### src/rtl/ks_wide_add_seq_if.sv
// ks_wide_add_seq_if: bundles the operand handshake, the result handshake
// and the chunk-wide link to the registered Kogge-Stone adder.
// The slave modport is the sequencer's view of these signals. The master
// modport is the environment's view: the operand producer, the result
// consumer and the adder.
// Optional macro KS_WIDE_SEQ_OVF_EN adds the out_ovf result flag.
interface ks_wide_add_seq_if #(
  parameter int CHUNK_W = 32,
  parameter int NCHUNK  = 4
);
  localparam int W = CHUNK_W * NCHUNK;

  // operand handshake
  logic               in_valid;
  logic               in_ready;
  logic [W-1:0]       in_a;
  logic [W-1:0]       in_b;
  logic               in_cin;

  // result handshake
  logic               out_valid;
  logic               out_ready;
  logic [W-1:0]       out_sum;
  logic               out_cout;
`ifdef KS_WIDE_SEQ_OVF_EN
  logic               out_ovf;
`endif

  // link to the registered chunk adder
  logic [CHUNK_W-1:0] add_a;
  logic [CHUNK_W-1:0] add_b;
  logic               add_cin;
  logic [CHUNK_W-1:0] add_sum;
  logic               add_cout;

`ifdef KS_WIDE_SEQ_OVF_EN
  modport master (
    output in_valid, in_a, in_b, in_cin, out_ready, add_sum, add_cout,
    input  in_ready, out_valid, out_sum, out_cout, out_ovf, add_a, add_b, add_cin
  );
  modport slave (
    input  in_valid, in_a, in_b, in_cin, out_ready, add_sum, add_cout,
    output in_ready, out_valid, out_sum, out_cout, out_ovf, add_a, add_b, add_cin
  );
`else
  modport master (
    output in_valid, in_a, in_b, in_cin, out_ready, add_sum, add_cout,
    input  in_ready, out_valid, out_sum, out_cout, add_a, add_b, add_cin
  );
  modport slave (
    input  in_valid, in_a, in_b, in_cin, out_ready, add_sum, add_cout,
    output in_ready, out_valid, out_sum, out_cout, add_a, add_b, add_cin
  );
`endif

endinterface

### src/rtl/ks_wide_add_seq.sv
// ks_wide_add_seq: feeds a W-bit operand pair, one CHUNK_W slice per cycle
// (LSB slice first), into an external registered adder that has one cycle of
// latency. The adder's registered carry is chained back into its carry-in,
// and the W-bit sum plus the final carry-out are reassembled for a
// valid/ready consumer.
// Optional macro KS_WIDE_SEQ_OVF_EN adds out_ovf, the two's-complement
// signed overflow of the full W-bit add.
module ks_wide_add_seq #(
  parameter int CHUNK_W = 32,
  parameter int NCHUNK  = 4
) (
  input logic              clk,
  input logic              resetn,
  ks_wide_add_seq_if.slave bus
);

  localparam int W    = CHUNK_W * NCHUNK;
  localparam int IDXW = $clog2(NCHUNK);
  localparam logic [IDXW-1:0] LAST_IDX = IDXW'(NCHUNK - 1);

  typedef enum logic [1:0] {
    IDLE,
    RUN,
    CAP,
    DONE
  } state_t;

  state_t             state;
  state_t             state_nxt;
  logic [IDXW-1:0]    idx;

  logic [W-1:0]       op_a;
  logic [W-1:0]       op_b;
  logic               op_cin;

  logic [W-1:0]       sum_q;
  logic               cout_q;
`ifdef KS_WIDE_SEQ_OVF_EN
  logic               ovf_q;
`endif

  logic               in_ready_c;
  logic               out_valid_c;
  logic [CHUNK_W-1:0] add_a_c;
  logic [CHUNK_W-1:0] add_b_c;
  logic               add_cin_c;

  // State register; reset drops any operation in flight back to IDLE.
  always_ff @(posedge clk or negedge resetn) begin
    if (!resetn) begin
      state <= IDLE;
    end else begin
      state <= state_nxt;
    end
  end

  // Next state, handshake outputs and adder drive. The adder is held at zero
  // outside RUN. In RUN, slice 0 takes the latched carry-in and every later
  // slice takes the previous slice's registered carry straight from the adder.
  always_comb begin
    state_nxt   = state;
    in_ready_c  = 1'b0;
    out_valid_c = 1'b0;
    add_a_c     = '0;
    add_b_c     = '0;
    add_cin_c   = 1'b0;
    case (state)
      IDLE: begin
        in_ready_c = 1'b1;
        if (bus.in_valid) begin
          state_nxt = RUN;
        end
      end
      RUN: begin
        for (int c = 0; c < NCHUNK; c++) begin
          if (idx == IDXW'(c)) begin
            add_a_c = op_a[c*CHUNK_W +: CHUNK_W];
            add_b_c = op_b[c*CHUNK_W +: CHUNK_W];
          end
        end
        add_cin_c = (idx == '0) ? op_cin : bus.add_cout;
        if (idx == LAST_IDX) begin
          state_nxt = CAP;
        end
      end
      CAP: begin
        state_nxt = DONE;
      end
      DONE: begin
        out_valid_c = 1'b1;
        if (bus.out_ready) begin
          state_nxt = IDLE;
        end
      end
      default: begin
        state_nxt = IDLE;
      end
    endcase
  end

  // Operand latch, slice counter and result assembly. A returning sum always
  // belongs to the slice issued one cycle earlier, so slice idx-1 is written
  // during RUN and the top slice plus the carry-out are written in CAP.
  // Operands are sampled only in IDLE, so in_valid in any other state has
  // no effect.
  always_ff @(posedge clk or negedge resetn) begin
    if (!resetn) begin
      idx    <= '0;
      op_a   <= '0;
      op_b   <= '0;
      op_cin <= 1'b0;
      sum_q  <= '0;
      cout_q <= 1'b0;
`ifdef KS_WIDE_SEQ_OVF_EN
      ovf_q  <= 1'b0;
`endif
    end else begin
      case (state)
        IDLE: begin
          if (bus.in_valid) begin
            op_a   <= bus.in_a;
            op_b   <= bus.in_b;
            op_cin <= bus.in_cin;
            idx    <= '0;
          end
        end
        RUN: begin
          for (int c = 0; c < NCHUNK - 1; c++) begin
            if (idx == IDXW'(c + 1)) begin
              sum_q[c*CHUNK_W +: CHUNK_W] <= bus.add_sum;
            end
          end
          idx <= idx + 1'b1;
        end
        CAP: begin
          sum_q[(NCHUNK-1)*CHUNK_W +: CHUNK_W] <= bus.add_sum;
          cout_q <= bus.add_cout;
`ifdef KS_WIDE_SEQ_OVF_EN
          ovf_q  <= (op_a[W-1] == op_b[W-1]) && (bus.add_sum[CHUNK_W-1] != op_a[W-1]);
`endif
          idx    <= '0;
        end
        default: begin
        end
      endcase
    end
  end

  assign bus.in_ready  = in_ready_c;
  assign bus.out_valid = out_valid_c;
  assign bus.out_sum   = sum_q;
  assign bus.out_cout  = cout_q;
`ifdef KS_WIDE_SEQ_OVF_EN
  assign bus.out_ovf   = ovf_q;
`endif
  assign bus.add_a     = add_a_c;
  assign bus.add_b     = add_b_c;
  assign bus.add_cin   = add_cin_c;

endmodule
### src/flat_wrapper.sv
// flat-port wrapper written by rule: the top's interface ports become plain ports
module ks_wide_add_seq_flat 
#(
  parameter int CHUNK_W = 32,
  parameter int NCHUNK  = 4
)
  (clk, resetn, bus_in_valid, bus_in_a, bus_in_b, bus_in_cin, bus_out_ready, bus_add_sum, bus_add_cout, bus_in_ready, bus_out_valid, bus_out_sum, bus_out_cout, bus_add_a, bus_add_b, bus_add_cin);
  ks_wide_add_seq_if #(.CHUNK_W(CHUNK_W), .NCHUNK(NCHUNK)) bus_i ();
  input logic clk;
  input logic resetn;
  input wire logic [$bits(bus_i.in_valid)-1:0] bus_in_valid;
  input wire logic [$bits(bus_i.in_a)-1:0] bus_in_a;
  input wire logic [$bits(bus_i.in_b)-1:0] bus_in_b;
  input wire logic [$bits(bus_i.in_cin)-1:0] bus_in_cin;
  input wire logic [$bits(bus_i.out_ready)-1:0] bus_out_ready;
  input wire logic [$bits(bus_i.add_sum)-1:0] bus_add_sum;
  input wire logic [$bits(bus_i.add_cout)-1:0] bus_add_cout;
  output wire logic [$bits(bus_i.in_ready)-1:0] bus_in_ready;
  output wire logic [$bits(bus_i.out_valid)-1:0] bus_out_valid;
  output wire logic [$bits(bus_i.out_sum)-1:0] bus_out_sum;
  output wire logic [$bits(bus_i.out_cout)-1:0] bus_out_cout;
  output wire logic [$bits(bus_i.add_a)-1:0] bus_add_a;
  output wire logic [$bits(bus_i.add_b)-1:0] bus_add_b;
  output wire logic [$bits(bus_i.add_cin)-1:0] bus_add_cin;
  assign bus_i.in_valid = bus_in_valid;
  assign bus_i.in_a = bus_in_a;
  assign bus_i.in_b = bus_in_b;
  assign bus_i.in_cin = bus_in_cin;
  assign bus_i.out_ready = bus_out_ready;
  assign bus_i.add_sum = bus_add_sum;
  assign bus_i.add_cout = bus_add_cout;
  assign bus_in_ready = bus_i.in_ready;
  assign bus_out_valid = bus_i.out_valid;
  assign bus_out_sum = bus_i.out_sum;
  assign bus_out_cout = bus_i.out_cout;
  assign bus_add_a = bus_i.add_a;
  assign bus_add_b = bus_i.add_b;
  assign bus_add_cin = bus_i.add_cin;
  ks_wide_add_seq #(.CHUNK_W(CHUNK_W), .NCHUNK(NCHUNK)) u_core (.clk(clk), .resetn(resetn), .bus(bus_i));
endmodule
### config.mk
export PLATFORM = sky130hd
export DESIGN_NAME = ks_wide_add_seq_flat
export DESIGN_NICKNAME = d
export VERILOG_FILES = /design/src/rtl/ks_wide_add_seq_if.sv /design/src/rtl/ks_wide_add_seq.sv /design/src/flat_wrapper.sv
export SDC_FILE = /design/constraint.sdc
export NUM_CORES = 1
export LEC_CHECK = 0
export CAP_MARGIN = 20
export CORE_UTILIZATION = 43
export CTS_CLUSTER_DIAMETER = 80
export DETAILED_ROUTE_END_ITERATION = 10
export PLACE_DENSITY = 0.84
export SETUP_SLACK_MARGIN = 0.15
export SLEW_MARGIN = 20
export SYNTH_ARGS = -nofsm -noshare
export SYNTH_HDL_FRONTEND = slang
export SYNTH_SLANG_ARGS = --single-unit
### constraint.sdc
create_clock -name clk -period 1.6 [get_ports clk]
set_input_delay 0.24 -clock clk [delete_from_list [all_inputs] [get_ports clk]]
set_output_delay 0.24 -clock clk [all_outputs]
set_load 0.01 [all_outputs]
==> impl_metrics.toml <==
[run_status]
status = "finished, violations left"
violations = "negative setup slack"

[logic_synthesis]
synth_top_family_by_area = "multiplexers"
syn_nets = 1454
synth-compound-area-share_pct = 7.36
syn_area_um2 = 16300
synthMuxAreaShare_pct = 27.0
yosys.area_share.simple_pct = 1.98
syn_area_per_cell_um2 = 14.2
synthCells = 1150
ys.warnings.count = 0
yosysUniqueCellTypes = 22
yosysSeqAreaShare_pct = 59.8
ys_ff_latch = 390
synth_fa_ha_area_share_pct = 0.767
synthXorXnorAreaFrac_pct = 0

[finish]
layout_common_cells = "390 x dfrtp_1, 328 x mux2_2, 297 x clkdlybuf4s50_1"
final_common_cell = "dfrtp_1"
instances_no_fill = 2322
fillers = 2250
multi_input_area_um2 = 7350
fin_nets = 2088
syn_to_final_growth_pct = 64.8
final_area_um2 = 26900
drive_gt1_share_pct = 48.7
ff_latch_area_um2 = 9760

[sta]
final.period_utilization_pct = 165
tightest_slew_ns = 0.386
setup_viol = 462
slew_viol_final = 0
fin_skew_ns = 0.0178
max_freq_ghz = 0.378
finalCriticalPeriod_ns = 2.64
rsz0062_at_grt = "yes"
hold_violations = 0
hold_ws_ns = 0.199
tns_ns = -165.88
setup_slack_ns = -1.04
relSlewSlack_pct = 74.3

[critical_path]
critPathKind = "register to output pin"
critical_path.slowest_cell = "dfrtp_1"
crit_path_end_kind = "output pin"
arrival_ns = 2.40
path_max_fanout = 5
cp_cell_sequence = "buf_6 -> ha_4 -> nor2b_4 -> buf_6 -> buf_16 -> a221oi_4 -> o21ai_2 -> buf_2"
critPathLaunchType = "register"
r2r_setup_slack_ns = -0.50
critPathMostFrequentCell = "buf_6"
slowest_delay_ns = 0.43
cp_data_required_time_ns = 1.36

[power_and_ir_drop]
p_per_area_nw_per_um2 = 2100
irDropWorstVdd_v = 0.00116
power.leakage_uw = 0.0115

[clocking]
clock-sinks = 390
clock-root-buffer = "clkbuf_16"
path_clk_slew_ns = 0.06
ctsLongestPathBuffers = 3
cts_made_buffers = 42
htree_levels = 2
cts_tree = "done"
clkLatencyLatePin_ns = 0.56

[drt]
highest_layer = "met4"
met2_length_um = 31600
ant_nets = 0
first_pass_iters = 5
wl_um = 63200
num_vias = 13186
drt_iter0_drc = 673
wl_met1_um = 23900
met3_wirelength_um = 4640
vias_per_cell = 5.68
drt_drc_violations_left = 0
post_drt_wl_per_cell_um = 27.2

[global_route]
antenna_found_initial = 2
track_usage_pct = 30.0
grt.overflow.total = 0
grt_start_max_net_pins = 61
grt_pass1_wl_um = 86800
grt_pass1_vias = 14238

[placement]
dp_slack_ns = -0.812
io_buffers = 489
placed_area_um2 = 22500
dp_cells = 2144
gp_congestion = 0.883
dp_hpwl_um = 34800

[flow_run]
drv_cap = 0

[floorplan]
die_y_um = 197
num_rows = 70
io_pins = 490
start_util_pct = 44.2
die_w_um = 197
dieArea_um2 = 38700
design.core.area_um2 = 37000

[min_path]
hold_path_class = "input port to asynchronous set/reset pin"
kinds of logic (layout without fill, tap and decap cells):
logic type | count (synthesis) | after routing
mux | 391 | 391
flops | 390 | 390
compound gates | 192 | 192
buf+inv | 88 | 754
simple gates | 79 | 79
fa+ha+maj | 10 | 10
other cells | 0 | 2
path summary, 6_finish.rpt:
kind                                      start                      to  depth (start not counted)
worst max register to register    u_core.idx[0]  u_core.bus.out_sum[79]                          9
min in group clk                   bus_in_b[13]         u_core.op_b[13]                          2
max in group asynchronous                resetn        u_core.op_a[114]                          3
worst max-delay path              u_core.idx[0]           bus_add_b[28]                          8
worst min-delay path                     resetn         u_core.op_b[84]                          2
worst min register to register  u_core.op_b[80]         u_core.op_b[80]                          1
routing by layer:
layer  track usage, %  vias to the layer above
met3             6.52                      202
met4             14.5                        0
met5                0                        -
li1                 -                     5493
met1             35.7                     6764
met2             51.7                      727
flip-flops by register name, indices dropped and copies added, names as in the netlist:
| signal | cells |
|---|---|
| u_core.bus.out_cout | 1 |
| u_core.bus.out_sum | 128 |
| u_core.op_b | 128 |
| u_core.op_cin | 1 |
| u_core.state | 2 |
| u_core.op_a | 128 |
| u_core.idx | 2 |
area by class of cell:
class,instances,area share [%]
inverter,5,0.126
timing repair buffer,673,28.8
clock buffer,65,4.65
antenna,2,0.0186
clock inverter,11,0.405
multi-input combinational,672,27.3
sequential,390,36.3
tap,504,2.35
Yosys cell counts:
cell | n | area (um2)
nand2_1 | 68 | 255
buf_2 | 31 | 155
and2_1 | 1 | 6.26
dfrtp_1 | 390 | 9760
mux2i_1 | 4 | 40.0
buf_6 | 4 | 45.0
nor3_2 | 1 | 10.0
a221oi_1 | 64 | 561
inv_2 | 1 | 3.75
o21ai_1 | 61 | 305
o21ai_0 | 67 | 335
ha_1 | 10 | 125
and2b_1 | 1 | 7.51
inv_1 | 4 | 15.0
nand3_1 | 1 | 5.00
nor2b_1 | 5 | 31.3
clkbuf_1 | 14 | 52.6
buf_1 | 4 | 15.0
mux2_1 | 7 | 78.8
mux2_2 | 380 | 4280
nor2_1 | 2 | 7.51
buf_4 | 30 | 225
power breakdown:
part / internal, uW / switching [uW] / total [uW] / leakage, uW
sequential: 15000 / 3990 / 19000 / 0.00459
combinational: 16000 / 11800 / 27800 / 0.00622
clock: 5710 / 4030 / 9750 / 0.000672
total: 36700 / 19800 / 56500 / 0.0115
critical path: cells and delay by family, from the launching register on:
kind / cells / cell delay (ns)
DFF: 1 / 0.43
AOI/OAI and AO/OA: 2 / 0.40
and+or+nand+nor: 1 / 0.15
adders and majority gates: 1 / 0.17
buffers and inverters: 4 / 0.66
through the flow:
step	power, uW	utilization, %
after floorplan	28000	-
after global placement	37500	60.8
after detailed placement	38300	60.8
after CTS	52900	69.5
after global routing	58600	72.7
final	56500	72.7
timing repair:
item,in CTS,in global routing
gates resized for setup,834,144
hold buffers,1,0
setup endpoints to repair,586,516
pin swaps,88,48
endpoints found under the hold margin,296,0
gates cloned,29,15
setup buffers,38,17
Power figures use the tool's default switching activity.
